**src/rtl/ddr_package.sv**
```systemverilog
// Shared types for the DDR4 memory-model burst responder.
// CAS queue entry layout, responder FSM states and command codes.
package ddr_package;

    localparam int DDR_COL_W = 10;
    localparam int DDR_LAT_W = 5;

    localparam logic [1:0] RW_READ  = 2'b01;
    localparam logic [1:0] RW_WRITE = 2'b10;

    typedef enum logic [1:0] {
        RESP_IDLE,
        RESP_RD,
        RESP_WR
    } resp_fsm_type;

    typedef struct packed {
        logic [1:0]           rw;
        logic [DDR_COL_W-1:0] col;
        logic [DDR_LAT_W-1:0] cnt;
    } cas_entry_t;

    // A latency of 0 behaves like 1; the stored count is already
    // one step down because the enqueue cycle counts.
    function automatic logic [DDR_LAT_W-1:0] lat_to_cnt(
        input logic [DDR_LAT_W-1:0] lat
    );
        return (lat == '0) ? '0 : lat - DDR_LAT_W'(1);
    endfunction

endpackage

```
**src/rtl/cas_lat_queue.sv**
```systemverilog
// In-order CAS queue with a saturating latency countdown per entry.
// Flags entries whose count has just reached zero.
module cas_lat_queue
    import ddr_package::*;
#(
    parameter int DEPTH = 4
) (
    input  logic       clock_t,
    input  logic       reset,
    input  logic       push,
    input  cas_entry_t push_entry,
    input  logic       pop,
    output cas_entry_t head,
    output logic       head_due,
    output logic       head_new_due,
    output logic       other_new_due,
    output logic       full
);

    localparam int PW = (DEPTH > 1) ? $clog2(DEPTH) : 1;
    localparam int CW = $clog2(DEPTH + 1);

    cas_entry_t       slot [DEPTH];
    logic [DEPTH-1:0] vld;
    logic [DEPTH-1:0] new_zero;
    logic [DEPTH-1:0] head_mask;
    logic [PW-1:0]    rd_ptr;
    logic [PW-1:0]    wr_ptr;
    logic [CW-1:0]    count;
    logic             push_ok;
    logic             pop_ok;

    function automatic logic [PW-1:0] next_ptr(input logic [PW-1:0] p);
        return (p == PW'(DEPTH - 1)) ? '0 : p + PW'(1);
    endfunction

    assign pop_ok  = pop && vld[rd_ptr];
    assign push_ok = push && (count != CW'(DEPTH) || pop_ok);

    // Ring pointers and occupancy.
    always_ff @(posedge clock_t or posedge reset) begin
        if (reset) begin
            rd_ptr <= '0;
            wr_ptr <= '0;
            count  <= '0;
        end else begin
            if (push_ok) wr_ptr <= next_ptr(wr_ptr);
            if (pop_ok)  rd_ptr <= next_ptr(rd_ptr);
            count <= count + CW'(push_ok) - CW'(pop_ok);
        end
    end

    // Slot contents: load on push, otherwise count down to zero.
    always_ff @(posedge clock_t or posedge reset) begin
        if (reset) begin
            vld      <= '0;
            new_zero <= '0;
            for (int i = 0; i < DEPTH; i++) slot[i] <= '0;
        end else begin
            for (int i = 0; i < DEPTH; i++) begin
                if (push_ok && wr_ptr == PW'(i)) begin
                    slot[i]     <= push_entry;
                    vld[i]      <= 1'b1;
                    new_zero[i] <= (push_entry.cnt == '0);
                end else begin
                    if (pop_ok && rd_ptr == PW'(i)) vld[i] <= 1'b0;
                    if (slot[i].cnt != '0)
                        slot[i].cnt <= slot[i].cnt - DDR_LAT_W'(1);
                    new_zero[i] <= vld[i] &&
                                   (slot[i].cnt == DDR_LAT_W'(1));
                end
            end
        end
    end

    assign head_mask     = DEPTH'(1) << rd_ptr;
    assign head          = slot[rd_ptr];
    assign head_due      = vld[rd_ptr] && (head.cnt == '0);
    assign head_new_due  = vld[rd_ptr] && new_zero[rd_ptr];
    assign other_new_due = |(vld & new_zero & ~head_mask);
    assign full          = (count == CW'(DEPTH));

endmodule

```
**src/rtl/ddr_burst_responder.sv**
```systemverilog
// DRAM-side CAS burst responder: queues RD/WR commands, then plays
// read bursts onto DQ or captures write bursts after CL/CWL.
module ddr_burst_responder
    import ddr_package::*;
#(
    parameter int DATA_W  = 8,
    parameter int BL      = 8,
    parameter int COL_W   = DDR_COL_W,
    parameter int MAX_OUT = 4,
    parameter int LAT_W   = DDR_LAT_W
) (
    input  logic              clock_t,
    input  logic              reset,
    input  logic              cas_valid,
    input  logic [1:0]        cas_rw,
    input  logic [COL_W-1:0]  cas_col,
    input  logic [LAT_W-1:0]  rd_lat,
    input  logic [LAT_W-1:0]  wr_lat,
    output logic              cas_ready,
    output logic [COL_W-1:0]  mem_addr,
    output logic              mem_we,
    output logic [DATA_W-1:0] mem_wdata,
    input  logic [DATA_W-1:0] mem_rdata,
    input  logic [DATA_W-1:0] dq_in,
    output logic [DATA_W-1:0] dq_out,
    output logic              dq_oe,
    output logic              burst_busy,
    output logic              err_collision,
    output logic              err_overflow
);

    localparam int BW = $clog2(BL);

    resp_fsm_type     state;
    resp_fsm_type     state_nx;
    logic [BW-1:0]    beat;
    logic [COL_W-1:0] cur_col;
    cas_entry_t       head;
    cas_entry_t       push_entry;
    logic             head_due;
    logic             head_new_due;
    logic             other_new_due;
    logic             q_full;
    logic             cmd_ok;
    logic             last_beat;
    logic             start;
    logic             push;
    logic             drop;
    logic             collide;
    logic             unused_bits;

    assign cmd_ok    = cas_valid &&
                       (cas_rw == RW_READ || cas_rw == RW_WRITE);
    assign last_beat = (beat == BW'(BL - 1));
    assign start     = head_due && (state == RESP_IDLE || last_beat);

    // A pop on the same edge frees a slot, so a full queue still accepts.
    assign push = cmd_ok && (!q_full || start);
    assign drop = cmd_ok && q_full && !start;

    assign push_entry.rw  = cas_rw;
    assign push_entry.col = cas_col;
    assign push_entry.cnt = lat_to_cnt(
        (cas_rw == RW_READ) ? rd_lat : wr_lat);

    // Either a later entry is stuck behind the head, or the head came
    // due while the current burst still has beats to go.
    assign collide = other_new_due || (head_new_due && !start);

    cas_lat_queue #(
        .DEPTH(MAX_OUT)
    ) u_queue (
        .clock_t      (clock_t),
        .reset        (reset),
        .push         (push),
        .push_entry   (push_entry),
        .pop          (start),
        .head         (head),
        .head_due     (head_due),
        .head_new_due (head_new_due),
        .other_new_due(other_new_due),
        .full         (q_full)
    );

    // Responder state register.
    always_ff @(posedge clock_t or posedge reset) begin
        if (reset) state <= RESP_IDLE;
        else       state <= state_nx;
    end

    // Next state and burst strobes.
    always_comb begin
        state_nx   = state;
        dq_oe      = 1'b0;
        mem_we     = 1'b0;
        burst_busy = 1'b0;
        unique case (state)
            RESP_RD: begin
                dq_oe      = 1'b1;
                burst_busy = 1'b1;
            end
            RESP_WR: begin
                mem_we     = 1'b1;
                burst_busy = 1'b1;
            end
            default: ;
        endcase
        if (start)
            state_nx = (head.rw == RW_WRITE) ? RESP_WR : RESP_RD;
        else if (state != RESP_IDLE && last_beat)
            state_nx = RESP_IDLE;
    end

    // Beat counter and latched column of the running burst.
    always_ff @(posedge clock_t or posedge reset) begin
        if (reset) begin
            beat    <= '0;
            cur_col <= '0;
        end else if (start) begin
            beat    <= '0;
            cur_col <= head.col;
        end else if (state != RESP_IDLE) begin
            beat <= last_beat ? '0 : beat + BW'(1);
        end
    end

    // One-cycle error pulses.
    always_ff @(posedge clock_t or posedge reset) begin
        if (reset) begin
            err_collision <= 1'b0;
            err_overflow  <= 1'b0;
        end else begin
            err_collision <= collide;
            err_overflow  <= drop;
        end
    end

    assign cas_ready = !q_full;
    assign mem_addr  = burst_busy ? {cur_col[COL_W-1:BW], beat} : '0;
    assign mem_wdata = dq_in;
    assign dq_out    = dq_oe ? mem_rdata : '0;

    // Count and low column bits are deliberately not consumed here.
    assign unused_bits = ^{head.cnt, cur_col[BW-1:0]};

endmodule

```
**config.mk**
```make
export PLATFORM = sky130hd
export DESIGN_NAME = ddr_burst_responder
export DESIGN_NICKNAME = d
export VERILOG_FILES = /design/src/rtl/ddr_package.sv /design/src/rtl/cas_lat_queue.sv /design/src/rtl/ddr_burst_responder.sv
export SDC_FILE = /design/constraint.sdc
export NUM_CORES = 1
export LEC_CHECK = 0
export CAP_MARGIN = 5
export CELL_PAD_IN_SITES_DETAIL_PLACEMENT = 2
export CELL_PAD_IN_SITES_GLOBAL_PLACEMENT = 2
export CORE_ASPECT_RATIO = 1.2
export CORE_MARGIN = 2
export CORE_UTILIZATION = 40
export CTS_CLUSTER_SIZE = 30
export DETAILED_ROUTE_END_ITERATION = 10
export GPL_TIMING_DRIVEN = 0
export PLACE_DENSITY = 0.85
export SLEW_MARGIN = 10
export SYNTH_ARGS = -nofsm -noshare
export SYNTH_HDL_FRONTEND = slang
export SYNTH_HIERARCHICAL = 1
export SYNTH_SLANG_ARGS = --single-unit
```
**constraint.sdc**
```tcl
create_clock -name clock_t -period 7.5 [get_ports clock_t]
set_input_delay 1.125 -clock clock_t [delete_from_list [all_inputs] [get_ports clock_t]]
set_output_delay 1.125 -clock clock_t [all_outputs]
set_load 0.02 [all_outputs]
```
## Yosys cells after proc, flatten, opt, wreduce, memory -nomap -nowiden

Index checks and enable logic that the tools add are counted.

- Add/sub/neg operators: 10
- Magnitude comparators: 2
- Equality and inequality tests: 18
- Shift-type cells: 1
- Multiplexer cells: 42
- Bitwise logic cells: 4
- Reductions and logical operators: 53

Operators by type and width:

| kind | count |
|---|---|
| $mux 5 | 10 |
| $bmux 17 s2 | 1 |
| $mux 17 | 2 |
| $sub 5x1->5 const B | 5 |
| $logic_and 1x1->1 | 23 |
| $reduce_bool 2->1 | 11 |
| $eq 5x1->1 const B | 4 |
| $reduce_bool 5->1 | 4 |
| $mux 1 | 17 |
| $logic_not 5->1 | 3 |
| $eq 2x2->1 const B | 7 |
| $mux 10 | 1 |
| $mux 2 | 5 |
| $mux 3 | 3 |
| $and 4x4->4 | 2 |
| $eq 2x1->1 const B | 4 |
| $mux 8 | 1 |
| $eq 3x3->1 const B | 2 |
| $logic_not 2->1 | 3 |
| $logic_or 1x1->1 | 5 |
| $add 2x1->2 const B | 2 |
| $bmux 1 s2 | 2 |
| $not 4->4 | 1 |
| $reduce_or 4->1 | 1 |
| 10 further kinds | 11 |

- Register bits after elaboration: 100

## Logic depth before layout (Yosys ltp)

- Word-level depth: 12
- Gate-level depth with buffers: 13
- Gate-level depth less buffers: 11

## Hierarchy

Netlist, hierarchy kept.

By module, submodules not included:

| module | times used | cells an instance | area each (µm²) | sequential area each (µm²) |
|---|---|---|---|---|
| cas_lat_queue | 1 | 349 | 4408.0 | 2077.0 |
| ddr_burst_responder | 1 | 104 | 1027.2 | 350.3 |

## Least setup slack after synthesis

No wires, ideal clock.

- Kind: reg-to-reg
- From: reg u_queue.rd_ptr[0]
- To: reg u_queue/slot[39] (netlist name)
- Library setup time: 0.121 ns
- Arrival: 3.384 ns
- Required time: 7.379 ns
- Slack: 3.995 ns
- Cell stages (with the launch flop): 14
- Clock period less this slack: 3.505 ns
- Cell sequence: dfrtp_1 > buf_6 > mux4_2 > or4_4 > nor3b_2 > o21ai_2 > buf_4 > a21oi_1 > and2_1 > a22oi_4 > nand2b_1 > buf_4 > buf_6 > a22o_1

RTL lines:

| element | line | RTL |
|---|---|---|
| from (decl) | cas_lat_queue.sv:27 | `logic [PW-1:0] rd_ptr;` |
| from (signal assigned) | cas_lat_queue.sv:48 | `if (pop_ok) rd_ptr <= next_ptr(rd_ptr);` |
| to (signal, indexed assignment) | cas_lat_queue.sv:62 | `slot[i] <= push_entry;` |
| to (decl) | cas_lat_queue.sv:23 | `cas_entry_t slot [DEPTH];` |

==> results.cfg <==
[pwr]
pwr_density_cell_mw_per_mm2 = 422
total_power_mw = 2.56
p_leak_nw = 2.67
ir_drop_mv = 0.161

[route]
wirelength_um = 15200
wl_per_cell_um = 23.0
dr.pass1.iters = 4
vias = 3759
viasPerCell = 5.69
drc = 0
antenna_left = 0
drt_iter0_drc = 143

[floorplanning]
fp.dieW_um = 105
start_util = 0.410
io-pin-count = 73
die_area_mm2 = 0.0133
num_rows = 44
die-height_um = 126
core_mm2 = 0.0121

[sta]
setup_tns_ns = 0
slew_violations = 0
tightest_slew_ns = 1.01
slew_headroom = 0.321
setup_viol = 0
period_needed_ns = 4.10
grt_setup_unrepaired = no
hold_viol = 0
timing.fmax_mhz = 244
fin_worst_skew_ns = 0.0102
fin_crit_sh = 0.547

[worst_setup_path]
r2r_end = u_queue/slot[60]
startpoint_type = flop
cp.required_ns = 7.74
crit_fanout = 10
worstSetupPathType = reg2reg
worst_r2r_path_depth = 13
end_kind = flop
worstReg2RegStart = u_queue/rd_ptr[0]
cp.arrival_ns = 4.34
regToRegSetupSlack_ns = 3.40

[global_routing]
grt_pass1_vias = 4289
grt_max_degree = 54
grt-ovfl-total = 0
grtUsageTotal = 0.239
grt_pass1_wl_um = 24100
antenna_found_initial = 1

[status]
status = complete, no violations

[clock_tree]
clockBufferDepth = 2
clock-sinks = 85
cts.htree.levels = 3
postCtsSetupRepairBufs = 0
cts_buffers = 9
cts_tree = yes
hold_buffers = 0
cts_resized = 0
cts.reportedPaths.clkPinSlew_ns = 0.07
worstSkewPairLatency_ns = 0.35
cts_root_buf = clkbuf_16

[cells_and_area]
final_net_count = 565
area_delta_synth_final_pct = 22.6
post-route-util = 0.502
antenna-diode-count = 0
n_fill_cell = 1203
drive_gt1_frac = 0.188

[worst_hold_path]
hold_path_class = reg2reg
whs_path_depth = 1
holdCritStartpoint = cur_col[3]
min_to = cur_col[3]

[place]
dp_hpwl_um = 11300
numPortBuffers = 61
finalWeightedCongestion = 0.790

[yosys]
syn-cell-area_mm2 = 0.00494
syn_avg_cell_area_um2 = 11.7
synth_nets = 492
yosysWarnings = 6
synthCells = 423

[run]
max_cap_viol_count = 0
[power by group]
part | leakage, nW | switching [mW] | internal, mW
Combinational | 1.48 | 0.630 | 0.643
Clock | 0.132 | 0.191 | 0.225
Sequential | 1.05 | 0.202 | 0.665
[cell usage in the layout (no fill, tap or decap), types with 2 or more instances in the layout]
cell type	count
a21o_1	3
a21oi_1	5
a22o_1	38
a32o_1	3
and2_1	20
buf_2	3
buf_4	16
buf_6	5
clkbuf_1	5
clkbuf_16	9
clkdlybuf4s50_1	61
clkinv_4	2
dfrtp_1	85
ha_1	27
inv_1	24
inv_6	2
mux2_2	30
mux2i_1	3
mux4_1	5
mux4_2	11
nand2_1	27
nand2b_1	7
nand3_1	6
nand3b_1	2
nor2_1	12
nor2b_1	11
nor3_1	9
nor3b_1	3
nor4b_1	7
o21ai_0	13
o22ai_1	2
o2bb2ai_1	4
o32ai_1	3
or2_2	2
xnor2_1	9
xor2_1	3
[area by class of cell]
cell class | instances | area [um2] | area share
Inverter | 26 | 100 | 0.0165
Clock buffer | 9 | 225 | 0.0372
Sequential cell | 85 | 2130 | 0.351
Tap cell | 161 | 201 | 0.0333
Buffer | 29 | 210 | 0.0347
Multi-Input combinational cell | 283 | 2500 | 0.414
Timing Repair Buffer | 62 | 638 | 0.105
Clock inverter | 6 | 47.5 | 0.00785
[worst max-delay path: stages (launching register included)]
cell and delay [ns]:
dfrtp_1 0.53, buf_6 0.21, mux4_2 0.51, or4_4 0.49
nor3b_2 0.42, o21ai_2 0.12, buf_4 0.20, a21oi_1 0.38
and2_1 0.25, a22oi_4 0.10, nand2b_1 0.18, buf_4 0.21
buf_6 0.16, a22o_1 0.23
[worst max-delay path by stage]
stage                      startpoint               end  slack (ns)
global route        u_queue/rd_ptr[0]  u_queue/slot[67]        3.19
global placement                reset  u_queue/slot[20]        3.31
CTS                 u_queue/rd_ptr[0]  u_queue/slot[60]        3.38
detailed placement  u_queue/rd_ptr[0]  u_queue/slot[60]        3.38
floorplan           u_queue/rd_ptr[0]  u_queue/slot[42]        4.02
finish              u_queue/rd_ptr[0]  u_queue/slot[60]        3.40
[registers in the layout, indices dropped and copies added (netlist names)]
register	count
beat	3
cur_col	7
err_collision	1
err_overflow	1
state	2
u_queue/count	3
u_queue/new_zero	4
u_queue/rd_ptr	2
u_queue/slot	56
u_queue/vld	4
u_queue/wr_ptr	2
[layer usage]
layer / track usage / part of all wire / vias to the layer above
li1: - / - / 1667
met5: 0 / 0 / -
met3: 0.0342 / 0.037 / 26
met4: 0.0902 / 0.024 / 0
met2: 0.446 / 0.55 / 113
met1: 0.273 / 0.39 / 1953
[per-stage QoR]
step / hold slack (ns) / cells / setup slack, ns / instance area [um2]
6_report: 0.510 / 661 / 3.40 / 6050
4_1_cts: 0.512 / 661 / 3.38 / 6050
3_5_place_dp: 0.489 / 646 / 3.38 / 5780
5_1_grt: 0.524 / 661 / 3.19 / 6050
2_1_floorplan: 0.458 / 423 / 4.02 / 4940
3_3_place_gp: 0.477 / 645 / 3.31 / 5750
Power figures use the tool's default switching activity.
